===== config.mk =====
export PLATFORM = sky130hd
export DESIGN_NAME = drive_mult_seq
export DESIGN_NICKNAME = d
export VERILOG_FILES = /design/src/rtl/drive_mult_seq.sv
export SDC_FILE = /design/constraint.sdc
export NUM_CORES = 1
export LEC_CHECK = 0
export ABC_CLOCK_PERIOD_IN_PS = 9450
export CAP_MARGIN = 20
export CORE_ASPECT_RATIO = 1.5
export CORE_MARGIN = 2
export CORE_UTILIZATION = 30
export DETAILED_ROUTE_END_ITERATION = 8
export DONT_BUFFER_PORTS = 1
export GPL_ROUTABILITY_DRIVEN = 0
export PLACE_DENSITY = 0.46
export SETUP_SLACK_MARGIN = 0.1
export SYNTH_ARGS = -nofsm -noshare
export SYNTH_HDL_FRONTEND = slang
export SYNTH_SLANG_ARGS = --single-unit
export TNS_END_PERCENT = 10

===== constraint.sdc =====
create_clock -name clk -period 9.45 [get_ports clk]
set_input_delay 1.89 -clock clk [delete_from_list [all_inputs] [get_ports clk]]
set_output_delay 1.89 -clock clk [all_outputs]
set_load 0.02 [all_outputs]

===== src/rtl/drive_mult_seq.sv =====
// Desired-drive assist sequencer: one shared 27x9 multiplier forms
// torque_pos*incline_lim*cadence_factor*scale over three cycles, then saturates.
module drive_mult_seq #(
    parameter logic [11:0] TORQUE_MIN  = 12'h380,
    parameter int          INCLINE_OFF = 256
) (
    input  logic        clk,
    input  logic        rst_n,
    input  logic        start,
    input  logic [11:0] avg_torque,
    input  logic [4:0]  cadence,
    input  logic        not_pedaling,
    input  logic [12:0] incline,
    input  logic [2:0]  scale,
    output logic [11:0] target_curr,
    output logic        done,
    output logic        busy
);

    typedef enum logic [2:0] {
        IDLE = 3'd0,
        MUL1 = 3'd1,
        MUL2 = 3'd2,
        MUL3 = 3'd3,
        SAT  = 3'd4
    } state_t;

    state_t      state_r, state_s;
    logic [11:0] torque_pos_r, torque_pos_s;
    logic [8:0]  incline_lim_r, incline_lim_s;
    logic [5:0]  cadence_factor_r, cadence_factor_s;
    logic [2:0]  scale_r;
    logic        np_r;
    logic [29:0] prod_r, mul_prod_s;
    logic [26:0] mul_a_s;
    logic [8:0]  mul_b_s;
    logic [11:0] target_curr_r;
    logic        done_r, busy_r;
    logic signed [9:0]  incline_sat_s;
    logic signed [10:0] incline_factor_s;

    // Equivalent of the incline_sat block: clamp the 13b signed incline to 10b.
    function automatic logic signed [9:0] incline_sat(input logic signed [12:0] v);
        logic signed [9:0] r;
        if (v > 13'sd511) begin
            r = 10'sd511;
        end else if (v < -13'sd512) begin
            r = -10'sd512;
        end else begin
            r = v[9:0];
        end
        return r;
    endfunction

    // Operand conditioning applied at the accepting edge.
    always_comb begin
        torque_pos_s     = 12'd0;
        incline_lim_s    = 9'd0;
        cadence_factor_s = 6'd0;
        incline_sat_s    = incline_sat($signed(incline));
        incline_factor_s = $signed({incline_sat_s[9], incline_sat_s}) + $signed(11'(INCLINE_OFF));
        if (avg_torque >= TORQUE_MIN) begin
            torque_pos_s = avg_torque - TORQUE_MIN;
        end else begin
            torque_pos_s = 12'd0;
        end
        if (incline_factor_s[10]) begin
            incline_lim_s = 9'd0;
        end else if (incline_factor_s > 11'sd511) begin
            incline_lim_s = 9'd511;
        end else begin
            incline_lim_s = incline_factor_s[8:0];
        end
        if (cadence >= 5'd2) begin
            cadence_factor_s = {1'b0, cadence} + 6'd32;
        end else begin
            cadence_factor_s = 6'd0;
        end
    end

    // Shared multiplier operand select; the running product feeds back as A.
    always_comb begin
        mul_a_s = 27'd0;
        mul_b_s = 9'd0;
        case (state_r)
            MUL1: begin
                mul_a_s = {15'd0, torque_pos_r};
                mul_b_s = incline_lim_r;
            end
            MUL2: begin
                mul_a_s = prod_r[26:0];
                mul_b_s = {3'd0, cadence_factor_r};
            end
            MUL3: begin
                mul_a_s = prod_r[26:0];
                mul_b_s = {6'd0, scale_r};
            end
            default: begin
                mul_a_s = 27'd0;
                mul_b_s = 9'd0;
            end
        endcase
        mul_prod_s = 30'(mul_a_s) * 30'(mul_b_s);
    end

    // Next-state logic; start is only looked at in IDLE.
    always_comb begin
        state_s = state_r;
        case (state_r)
            IDLE: begin
                if (start) begin
                    state_s = MUL1;
                end else begin
                    state_s = IDLE;
                end
            end
            MUL1:    state_s = MUL2;
            MUL2:    state_s = MUL3;
            MUL3:    state_s = SAT;
            SAT:     state_s = IDLE;
            default: state_s = IDLE;
        endcase
    end

    // State and busy registers.
    always_ff @(posedge clk or negedge rst_n) begin
        if (!rst_n) begin
            state_r <= IDLE;
            busy_r  <= 1'b0;
        end else begin
            state_r <= state_s;
            busy_r  <= (state_s != IDLE);
        end
    end

    // Operand capture on the accepting edge; held for the rest of the request.
    always_ff @(posedge clk or negedge rst_n) begin
        if (!rst_n) begin
            torque_pos_r     <= 12'd0;
            incline_lim_r    <= 9'd0;
            cadence_factor_r <= 6'd0;
            scale_r          <= 3'd0;
            np_r             <= 1'b0;
        end else if ((state_r == IDLE) && start) begin
            torque_pos_r     <= torque_pos_s;
            incline_lim_r    <= incline_lim_s;
            cadence_factor_r <= cadence_factor_s;
            scale_r          <= scale;
            np_r             <= not_pedaling;
        end
    end

    // Product register, written in each multiply state.
    always_ff @(posedge clk or negedge rst_n) begin
        if (!rst_n) begin
            prod_r <= 30'd0;
        end else if ((state_r == MUL1) || (state_r == MUL2) || (state_r == MUL3)) begin
            prod_r <= mul_prod_s;
        end
    end

    // Result register and done pulse; anything at or above 2^27 saturates.
    always_ff @(posedge clk or negedge rst_n) begin
        if (!rst_n) begin
            target_curr_r <= 12'd0;
            done_r        <= 1'b0;
        end else begin
            done_r <= (state_r == SAT);
            if (state_r == SAT) begin
                if (np_r) begin
                    target_curr_r <= 12'd0;
                end else if (prod_r[29:27] != 3'd0) begin
                    target_curr_r <= 12'hFFF;
                end else begin
                    target_curr_r <= prod_r[26:15];
                end
            end
        end
    end

    assign target_curr = target_curr_r;
    assign done        = done_r;
    assign busy        = busy_r;

endmodule


==> results of run 1 <==
==> worst min-delay path, delay by kind of cell, from the launching register on <==
kind | cells | cell delay [ns]
DFF | 1 | 0.34
AOI/OAI and AO/OA | 1 | 0.06
and+or+nand+nor | 1 | 0.04
==> layer usage <==
| layer | global-route usage, % | vias up | share of wire [%] |
|---|---|---|---|
| li1 | - | 3457 | - |
| met1 | 19.3 | 3659 | 41 |
| met2 | 29.9 | 106 | 55 |
| met3 | 2.02 | 33 | 2.7 |
| met4 | 5.70 | 0 | 2.1 |
| met5 | 0 | - | 0 |
==> power by group <==
part | leakage [nW] | internal (W) | switching (W) | total (W)
Sequential | 0.983 | 0.000484 | 0.000225 | 0.000709
Clock | 0.131 | 0.000183 | 0.000157 | 0.000341
Combinational | 4.00 | 0.000693 | 0.00118 | 0.00187
==> area by class of cell <==
| type | instances | share of cell area, % |
|---|---|---|
| repair buffers | 9 | 0.637 |
| well taps | 415 | 4.90 |
| clock buffers | 10 | 2.25 |
| inverters | 189 | 6.69 |
| clock inverters | 5 | 0.319 |
| multi-input cells | 809 | 66.8 |
| flip-flops and latches | 78 | 18.4 |
==> worst max-delay path by stage <==
stage	slack (ns)	start	depth (start not counted)	end
after floorplan	3.25	state_r[1]	23	prod_r[26]
after global placement	2.39	state_r[2]	21	prod_r[26]
after detailed placement	2.29	state_r[2]	21	prod_r[26]
after CTS	2.28	state_r[2]	21	prod_r[26]
after global routing	1.90	state_r[2]	20	prod_r[29]
final	2.30	state_r[2]	21	prod_r[26]
==> per-stage QoR <==
step | instances | total power [W] | util (%)
floorplan | 1127 | 0.00207 | -
global placement | 1500 | 0.00260 | 31.9
detailed placement | 1500 | 0.00262 | 31.9
CTS | 1515 | 0.00297 | 32.7
global route | 1515 | 0.00324 | 32.7
finish | 1515 | 0.00292 | 32.7
==> state kept, by name, indices dropped and copies added (netlist names) <==
register,cells
target_curr,12
done,1
incline_lim_r,9
state_r,3
cadence_factor_r,6
np_r,1
busy,1
scale_r,3
torque_pos_r,12
prod_r,30
==> cells in the final DEF, fill, tap and decap left out, types with 21 or more instances in the layout <==
master,Yosys,layout
dfrtp_1,78,78
inv_1,189,189
fa_1,163,163
nor2_1,127,126
o21ai_0,45,45
nand2_1,113,113
a21oi_1,33,33
nand3_1,55,55
conb_1,2,30
a22o_1,21,21
ha_1,42,42
==> kinds of logic (layout without fill, tap and decap cells) <==
group,after synthesis,in the layout,synth area share (%)
AO/OA/AOI/OAI,170,170,11.7
XOR/XNOR,32,32,2.85
AND/OR/NAND/NOR,353,353,15.6
flip-flops,78,78,19.9
other,2,30,0.0765
adder cells (fa/ha/maj),205,205,38.6
buffers and inverters,240,213,9.17
multiplexers,19,19,2.15
==> summary.md, run 1 <==
| Metric | Value |
|---|---|
| CP delay by family, top | `adder cells` |
| Clock buffer depth | `2` |
| R2R setup slack | `2.30 ns` |
| Via-per-instance ratio | `4.79` |
| Seq/Total Area, Yosys | `19.9%` |
| CP bufs+invs | `4` |
| Max-slew violations | `0` |
| Clk_lat worst skew | `0.38 ns` |
| Final setup viols | `0` |
| Largest net degree at the start of global routing | `79` |
| Diodes inserted | `0` |
| Final #Nets | `1338` |
| Slew Limit Headroom | `40.0%` |
| Hold endpoint | `prod_r[29]` |
| Crit path max fanout | `58` |
| CP Data Required Time | `9.70 ns` |
| Vias | `7255` |
| Post-synth top area share | `33.2%` |
| VDD IR max | `0.153 mV` |
| Hold_sp | `prod_r[29]` |
| Total CTS buffers | `9` |
| Boundary Pins | `51` |
| Ys flop type | `dfrtp_1` |
| Yosys Warn Count | `0` |
| Area growth, synth to finish | `7.97%` |
| Final period utilization | `75.6%` |
| Drt pass-1 iters | `4` |
| Finished Cell Area | `10600 sq um` |
| WL/cell | `17.2 microns` |
| Worst Setup End Kind | `flop` |
| Die height | `226 microns` |
| Tightest Pin Transition | `0.898 ns` |
| First-pass GRT wire length | `41.8 mm` |
| Setup CP Type | `reg -> reg` |
| Leak pwr | `5.11 nW` |
| F_max | `140 MHz` |
| Pre-CTS setup slack | `2.29 ns` |
| Hold_ws | `0.476 ns` |
| Root Driver | `clkbuf_16` |
| CTS tree | `yes` |
| DRC | `0` |
| RSZ-0062 raised after global routing | `no` |
| Max Cap Violations | `0` |
| Reg2Reg Depth | `21` |
| Multi-input logic area | `7090 sq um` |
| Cell variety after synth | `48` |
| Share of cells above drive strength 1 | `4.55%` |
| Status | `finished, final reports clean` |
| Reg-to-Reg Start | `state_r[2]` |
| Buffers on Ports | `0` |
| Cells after Synth | `1099` |
| Reg2reg end | `prod_r[26]` |
| Initial Utilization | `30.3%` |
| Detail Placement HPWL | `20.7 mm` |
| Post-CTS setup buffers | `0` |
| Hold buffers post-CTS | `0` |
| # rows | `81` |
| Final Hold Fails | `0` |
| Total gr overflow | `0` |
| Vias in the first global route | `7812` |
| Hold Path Class | `reg -> reg` |
| Data arrival, critical path | `7.40 ns` |
| Storage element area | `1950 sq um` |
| Fillers | `3469` |
| Worst-path clk slew | `0.06 ns` |
| Synth area leader | `fa_1` |
| Cts repair resizes | `0` |
| EDFF count, synth | `0` |
| Post-Syn Area | `9820 sq um` |
| Post-route ant nets | `0` |
| Final min period | `7.15 ns` |
| Top cells by area, synth | `fa_1 (33%), dfrtp_1 (20%), inv_1 (7.2%), ha_1 (5.3%), nor2_1 (4.9%)` |
| Die Width | `152 microns` |
| Count leader, synth | `inv_1` |
| Post-synth ARST share | `100%` |
| PwrDens | `275 nW/um^2` |
| Sum Neg Setup Slack | `0 ns` |
| Hold path cells | `2` |
| Die area | `34200 sq um` |
| Dpl cell area | `10300 sq um` |
| Critical path's slowest cell | `dfrtp_1` |
| Total GRT Usage | `16.3%` |
| Initial DRC count | `286` |
| Worst path max stage delay | `0.69 ns` |
| Post-synth top cells | `inv_1 (189), fa_1 (163), nor2_1 (127)` |
| Final worst setup slack | `2.30 ns` |
| Initial antenna violation count | `0` |
| Clk sinks | `78` |
| Startpoint Class | `flop` |
| Clock Skews | `0.0133 ns` |
| Cells along the critical path | `nor2b_4 -> buf_4 -> a22o_1 -> nand3_1 -> fa_1 -> inv_1 -> fa_1 -> fa_1 -> inv_1 -> fa_1 -> inv_1 -> ha_1 -> o211ai_1 -> a21oi_2 -> o211ai_1 -> o211a_2 -> o311a_4 -> o41ai_4 -> a31oi_1 -> nor4bb_1 -> or3_1` |
| Core box area | `32400 sq um` |
| Register bit total from synthesis | `78` |
| CP dominant cell by count | `fa_1` |
| Htree depth | `3` |
| Avg Cell Area, Syn | `8.94 sq um` |
| Total Wirelength | `26.0 mm` |
Note: power is estimated with default switching activity, not from simulation.
==> run 2, diff against run 1 <==
--- a/config.mk
+++ b/config.mk
@@ -5,7 +5,7 @@
 export SDC_FILE = /design/constraint.sdc
 export NUM_CORES = 1
 export LEC_CHECK = 0
-export ABC_CLOCK_PERIOD_IN_PS = 9450
+export ABC_CLOCK_PERIOD_IN_PS = 7290
 export CAP_MARGIN = 20
 export CORE_ASPECT_RATIO = 1.5
 export CORE_MARGIN = 2
==> constraint.sdc (replaced) <==
create_clock -name clk -period 7.29 [get_ports clk]
set_input_delay 1.458 -clock clk [delete_from_list [all_inputs] [get_ports clk]]
set_output_delay 1.458 -clock clk [all_outputs]
set_load 0.02 [all_outputs]
==> run 2 against run 1 <==
Net effect: utilization grew 0.35 points; clock power up 45%; combinational power up 33%; cell count increased by 0.66%; global-route usage up 0.69 points; via count is 1.4% higher; register-to-register slack got worse by 1.6 ns; non-clock buffer count up 10; largest power group unchanged.
==> summary.md, run 2 (synthesis results as in run 1) <==
| Metric | Value |
|---|---|
| Slew Limit Headroom | `36.1% (-3.9 points)` |
| DRC | `0 (unchanged)` |
| Final setup viols | `0 (unchanged)` |
| Data arrival, critical path | `6.86 ns (-0.54 ns)` |
| Clock Skews | `0.0148 ns (+0.00155 ns)` |
| Storage element area | `1950 sq um (unchanged)` |
| Crit path max fanout | `28 (-52%)` |
| Tightest Pin Transition | `0.958 ns (+0.0600 ns)` |
| Die area | `34200 sq um (unchanged)` |
| Total power | `0.00389 W (+33%)` |
| RSZ-0062 raised after global routing | `no` |
| Root Driver | `clkbuf_16` |
| Diodes inserted | `0 (unchanged)` |
| Startpoint Class | `flop` |
| Clock buffer depth | `2 (unchanged)` |
| Final Hold Fails | `0 (unchanged)` |
| Comb pwr share | `63.8% (-0.3 points)` |
| Largest net degree at the start of global routing | `79 (unchanged)` |
| CP dominant cell by count | `fa_1` |
| Sum Neg Setup Slack | `0 ns (unchanged)` |
| Initial Utilization | `30.3% (unchanged)` |
| Via-per-instance ratio | `4.82 (+0.74%)` |
| Setup CP Type | `reg -> reg` |
| Clk sinks | `78 (unchanged)` |
| Worst path max stage delay | `0.57 ns (-0.12 ns)` |
| Clk_lat worst skew | `0.38 ns (about the same)` |
| Cells along the critical path | `nand2b_1 -> nor2_1 -> buf_4 -> a22oi_1 -> nor2_1 -> fa_1 -> fa_1 -> fa_1 -> inv_1 -> fa_1 -> inv_1 -> ha_1 -> o21ai_1 -> a21oi_2 -> o211ai_1 -> o211a_2 -> o311a_4 -> o41ai_4 -> a31oi_1 -> nor4bb_1 -> or3_1` |
| Critical path's slowest cell | `a22oi_1` |
| CP Data Required Time | `7.54 ns (-2.16 ns)` |
| Boundary Pins | `51 (unchanged)` |
| Share of cells above drive strength 1 | `5.41% (+0.86 points)` |
| Final period utilization | `90.6% (+15 points)` |
| F_max | `151 MHz (+8.2%)` |
| Post-CTS setup buffers | `0 (unchanged)` |
| Status | `finished, final reports clean` |
| # rows | `81 (unchanged)` |
| First-pass GRT wire length | `43.8 mm (+4.7%)` |
| Max Cap Violations | `0 (unchanged)` |
| Die height | `226 microns (unchanged)` |
| Hold buffers post-CTS | `0 (unchanged)` |
| Drt pass-1 iters | `5 (+1)` |
| Sw Share | `52.6% (-0.84 points)` |
| Total gr overflow | `0 (unchanged)` |
| Most frequent cells in the layout | `inv_1 (189), fa_1 (163), nor2_1 (126)` |
| Total Wirelength | `26.7 mm (+2.6%)` |
| Initial DRC count | `298 (+4.2%)` |
| Initial antenna violation count | `0 (unchanged)` |
| Worst Setup End Kind | `flop` |
| Final #Nets | `1348 (+0.75%)` |
| Area growth, synth to finish | `9.15%` |
| Clock power share | `12.7% (+1.0 points)` |
| Total CTS buffers | `9 (unchanged)` |
| Detail Placement HPWL | `21.3 mm (+2.9%)` |
| WL/cell | `17.5 microns (+1.9%)` |
| Post-route ant nets | `0 (unchanged)` |
| Max reg flops | `30 (unchanged)` |
| Fillers | `3471 (+0.058%)` |
| Final min period | `6.61 ns (-0.543 ns)` |
| Buffers on Ports | `0 (unchanged)` |
| Total GRT Usage | `17.0% (+0.69 points)` |
| Htree depth | `3 (unchanged)` |
| Multi-input logic area | `7090 sq um (about the same)` |
| Core box area | `32400 sq um (unchanged)` |
| Commonest non-fill, non-tap cell in the layout | `inv_1` |
| Cts repair resizes | `0 (unchanged)` |
| Vias in the first global route | `7914 (+1.3%)` |
| Worst-path clk slew | `0.06 ns (about the same)` |
| VDD IR max | `0.194 mV (+27%)` |
| Reg power frac | `23.4% (-0.9 points)` |
| Hold Path Class | `reg -> reg` |
| Vias | `7357 (+1.4%)` |
| Int Pwr | `0.00184 W (+36%)` |
| Leak pwr | `5.18 nW (+1.3%)` |
| Max-slew violations | `0 (unchanged)` |
| PwrDens | `363 nW/um^2 (+32%)` |
| NetSw | `0.00205 W (+31%)` |
| CTS tree | `yes` |
| Die Width | `152 microns (unchanged)` |
| Largest Register | `prod_r` |
[run 2: worst paths after layout]
check                                start          to  slack [ns]  depth (start not counted)
min in group asynchronous            rst_n        done        0.77                          0
worst max register to register  state_r[1]  prod_r[26]        0.68                         21
worst min register to register  prod_r[27]  prod_r[27]        0.48                          2
max in group asynchronous            rst_n  prod_r[10]        6.38                          0
worst max-delay path            state_r[1]  prod_r[26]        0.68                         21
worst min-delay path            prod_r[27]  prod_r[27]        0.48                          2
[run 2: critical path, delay by kind of cell (launching register included)]
family | cells | cell delay, ns
fa+ha+maj | 5 | 2.56
buf+inv | 3 | 0.32
flops | 1 | 0.53
simple gates | 5 | 0.90
compound gates | 8 | 2.16
[run 2: power by group through the flow]
stage	Combinational (W)	Sequential [W]	Clock, W
global placement	0.00247	0.000926	0
global route	0.00284	0.000947	0.000524
finish	0.00248	0.000912	0.000496
floorplan	0.00190	0.000784	0
CTS	0.00252	0.000919	0.000512
detailed placement	0.00251	0.000928	0
[run 2: layer usage]
| layer | vias up | track usage (%) | wire, microns |
|---|---|---|---|
| met2 | 134 | 29.8 | 14200 |
| met4 | 0 | 5.91 | 672 |
| met1 | 3716 | 21.1 | 11100 |
| met5 | - | 0 | 0 |
| met3 | 31 | 2.44 | 799 |
| li1 | 3476 | - | - |
[run 2: final cells by class]
class / count / area share (%)
repair buffers: 19 / 1.33
multi-input cells: 809 / 66.1
clock buffers: 11 / 2.36
clock inverters: 4 / 0.513
inverters: 189 / 6.62
well taps: 415 / 4.84
flip-flops and latches: 78 / 18.2
[run 2: stage by stage]
step / setup slack [ns] / cells / instance area, sq um / utilization (%) / hold WS (ns)
after floorplan: 1.09 / 1127 / 9930 / - / 0.442
after global placement: 0.742 / 1510 / 10400 / 32.1 / 0.457
after detailed placement: 0.693 / 1510 / 10400 / 32.1 / 0.472
after CTS: 0.690 / 1525 / 10700 / 33.0 / 0.486
after global routing: 0.189 / 1525 / 10700 / 33.1 / 0.519
final: 0.685 / 1525 / 10700 / 33.1 / 0.482
==> run 3, diff against run 2 <==
--- a/config.mk
+++ b/config.mk
@@ -7,13 +7,15 @@
 export LEC_CHECK = 0
 export ABC_CLOCK_PERIOD_IN_PS = 7290
 export CAP_MARGIN = 20
+export CELL_PAD_IN_SITES_DETAIL_PLACEMENT = 0
+export CELL_PAD_IN_SITES_GLOBAL_PLACEMENT = 1
 export CORE_ASPECT_RATIO = 1.5
 export CORE_MARGIN = 2
 export CORE_UTILIZATION = 30
 export DETAILED_ROUTE_END_ITERATION = 8
 export DONT_BUFFER_PORTS = 1
 export GPL_ROUTABILITY_DRIVEN = 0
-export PLACE_DENSITY = 0.46
+export PLACE_DENSITY = 0.55
 export SETUP_SLACK_MARGIN = 0.1
 export SYNTH_ARGS = -nofsm -noshare
 export SYNTH_HDL_FRONTEND = slang
==> run 3 against run 2 <==
Net effect: cell count grew 0.85%; largest power group unchanged; worst setup slack gained 0.015 ns; register-to-register slack gained 0.02 ns; critical endpoint unchanged; sequential share of layout area shrank 0.10 points.
==> summary.md, run 3 (synthesis results as in run 1) <==
| Metric | Value |
|---|---|
| Status | `finished, final reports clean` |
| Reg-to-Reg Start | `state_r[1]` |
| Total CTS buffers | `9 (unchanged)` |
| VDD IR max | `0.241 mV (+24%)` |
| F_max | `152 MHz (+0.23%)` |
| Hold endpoint | `prod_r[27]` |
| Dpl cell area | `10500 sq um (+0.94%)` |
| Via-per-instance ratio | `4.77 (-1.1%)` |
| Worst Setup End Kind | `flop` |
| Final setup viols | `0 (unchanged)` |
| Total GRT Usage | `17.9% (+0.92 points)` |
| Die height | `226 microns (unchanged)` |
| Hold_sp | `prod_r[27]` |
| Post-route ant nets | `0 (unchanged)` |
| Worst-path clk slew | `0.07 ns (about the same)` |
| Most frequent cells in the layout | `inv_1 (189), fa_1 (163), nor2_1 (123)` |
| CTS tree | `yes` |
| Sum Neg Setup Slack | `0 ns (unchanged)` |
| Largest net degree at the start of global routing | `79 (unchanged)` |
| Fillers | `3479 (+0.23%)` |
| Boundary Pins | `51 (unchanged)` |
| Area growth, synth to finish | `9.76%` |
| Initial DRC count | `253 (-15%)` |
| CP Data Required Time | `7.52 ns (-0.02 ns)` |
| Detail Placement HPWL | `22.9 mm (+7.5%)` |
| Max-slew violations | `0 (unchanged)` |
| Slew Limit Headroom | `30.4% (-5.7 points)` |
| Clk sinks | `78 (unchanged)` |
| Util after Layout | `33.2% (+0.19 points)` |
| Hold path cells | `2 (unchanged)` |
| PwrDens | `365 nW/um^2 (+0.60%)` |
| Core box area | `32400 sq um (unchanged)` |
| Total Wirelength | `28.2 mm (+5.5%)` |
| Final Hold Fails | `0 (unchanged)` |
| RSZ-0062 raised after global routing | `no` |
| Clock buffer depth | `2 (unchanged)` |
| First-pass GRT wire length | `45.4 mm (+3.8%)` |
| Htree depth | `3 (unchanged)` |
| Vias | `7335 (-0.30%)` |
| Max Cap Violations | `0 (unchanged)` |
| Vias in the first global route | `8200 (+3.6%)` |
| Final min period | `6.59 ns (-0.0152 ns)` |
| Share of cells above drive strength 1 | `6.68% (+1.3 points)` |
| Setup CP Type | `reg -> reg` |
| Final period utilization | `90.4% (-0.21 points)` |
| Hold buffers post-CTS | `0 (unchanged)` |
| Data arrival, critical path | `6.82 ns (-0.04 ns)` |
| Initial Utilization | `30.3% (unchanged)` |
| Tightest Pin Transition | `1.04 ns (+0.0827 ns)` |
| Reg2Reg Depth | `21 (unchanged)` |
| Die Width | `152 microns (unchanged)` |
| Initial antenna violation count | `0 (unchanged)` |
| Multi-input logic area | `7090 sq um (about the same)` |
| Total gr overflow | `0 (unchanged)` |
| Root Driver | `clkbuf_16` |
| Critical path startpoint | `state_r[1]` |
| Drt pass-1 iters | `4 (-1)` |
| Leak pwr | `5.21 nW (+0.60%)` |
| Crit path max fanout | `26 (-7.1%)` |
| Buffers on Ports | `0 (unchanged)` |
| Commonest non-fill, non-tap cell in the layout | `inv_1` |
| Startpoint Class | `flop` |
| # rows | `81 (unchanged)` |
| Storage element area | `1950 sq um (unchanged)` |
| R2R setup slack | `0.70 ns (+0.02 ns)` |
| Reg2reg end | `prod_r[26]` |
| Clk_lat worst skew | `0.37 ns (about the same)` |
| Post-CTS setup buffers | `0 (unchanged)` |
| Finished Cell Area | `10800 sq um (+0.56%)` |
| Die area | `34200 sq um (unchanged)` |
| Critical path's slowest cell | `nor2b_4` |
| WL/cell | `18.3 microns (+4.6%)` |
| Max reg flops | `30 (unchanged)` |
| Worst path max stage delay | `0.66 ns (+0.09 ns)` |
| Final #Nets | `1360 (+0.89%)` |
| Clock Skews | `0.0124 ns (-0.00244 ns)` |
| Largest Register | `prod_r` |
| Cts repair resizes | `0 (unchanged)` |
| Diodes inserted | `0 (unchanged)` |
| Hold Path Class | `reg -> reg` |
| Cells along the critical path | `nor2b_4 -> a22oi_1 -> nor3_1 -> fa_1 -> ha_1 -> ha_1 -> inv_1 -> fa_1 -> inv_1 -> ha_1 -> inv_1 -> fa_1 -> nand2b_1 -> a21oi_2 -> o211ai_1 -> o211a_2 -> o311a_4 -> o41ai_4 -> a31oi_1 -> nor4bb_1 -> or3_1` |
| DRC | `0 (unchanged)` |
-- run 3: stage by stage --
| stage | hold slack, ns | total power [W] | instances | worst slack [ns] |
|---|---|---|---|---|
| floorplan | 0.442 | 0.00269 | 1127 | 1.09 |
| global placement | 0.467 | 0.00353 | 1522 | 0.694 |
| detailed placement | 0.472 | 0.00354 | 1522 | 0.621 |
| CTS | 0.486 | 0.00401 | 1538 | 0.629 |
| global route | 0.510 | 0.00436 | 1538 | 0.192 |
| finish | 0.482 | 0.00394 | 1538 | 0.700 |
-- run 3: how the worst max path moves through the flow --
stage / depth (start not counted) / slack (ns) / end
finish: 21 / 0.70 / prod_r[26]
global route: 23 / 0.19 / prod_r[29]
CTS: 23 / 0.63 / prod_r[29]
detailed placement: 23 / 0.62 / prod_r[29]
global placement: 23 / 0.69 / prod_r[29]
floorplan: 23 / 1.09 / prod_r[26]
-- run 3: cell type report --
cell class | count | area share [%]
Sequential cell | 78 | 18.1
Inverter | 189 | 6.58
Multi-Input combinational cell | 809 | 65.8
Clock buffer | 10 | 2.12
Timing Repair Buffer | 31 | 2.16
Tap cell | 415 | 4.82
Clock inverter | 6 | 0.429
-- run 3: report_power, final --
group | leakage (nW) | total, W | internal (W) | switching, W
clock | 0.129 | 0.000439 | 0.000233 | 0.000207
combinational | 4.10 | 0.00259 | 0.000962 | 0.00163
sequential | 0.983 | 0.000901 | 0.000628 | 0.000273
total | 5.21 | 0.00394 | 0.00182 | 0.00211
-- run 3: worst max-delay path, delay by kind of cell (launching register included) --
kind	cells	cell delay, ns
AND/OR/NAND/NOR	5	1.66
adder cells (fa/ha/maj)	6	2.22
buffers and inverters	3	0.23
AO/OA/AOI/OAI	7	1.78
flip-flops	1	0.54
-- run 3: metal layers --
metal	routed length (microns)	GRT usage [%]	vias to the layer above
met5	0	0	-
met4	518	5.62	0
met3	746	2.16	23
met2	15400	33.5	108
met1	11500	20.9	3699
li1	-	-	3505
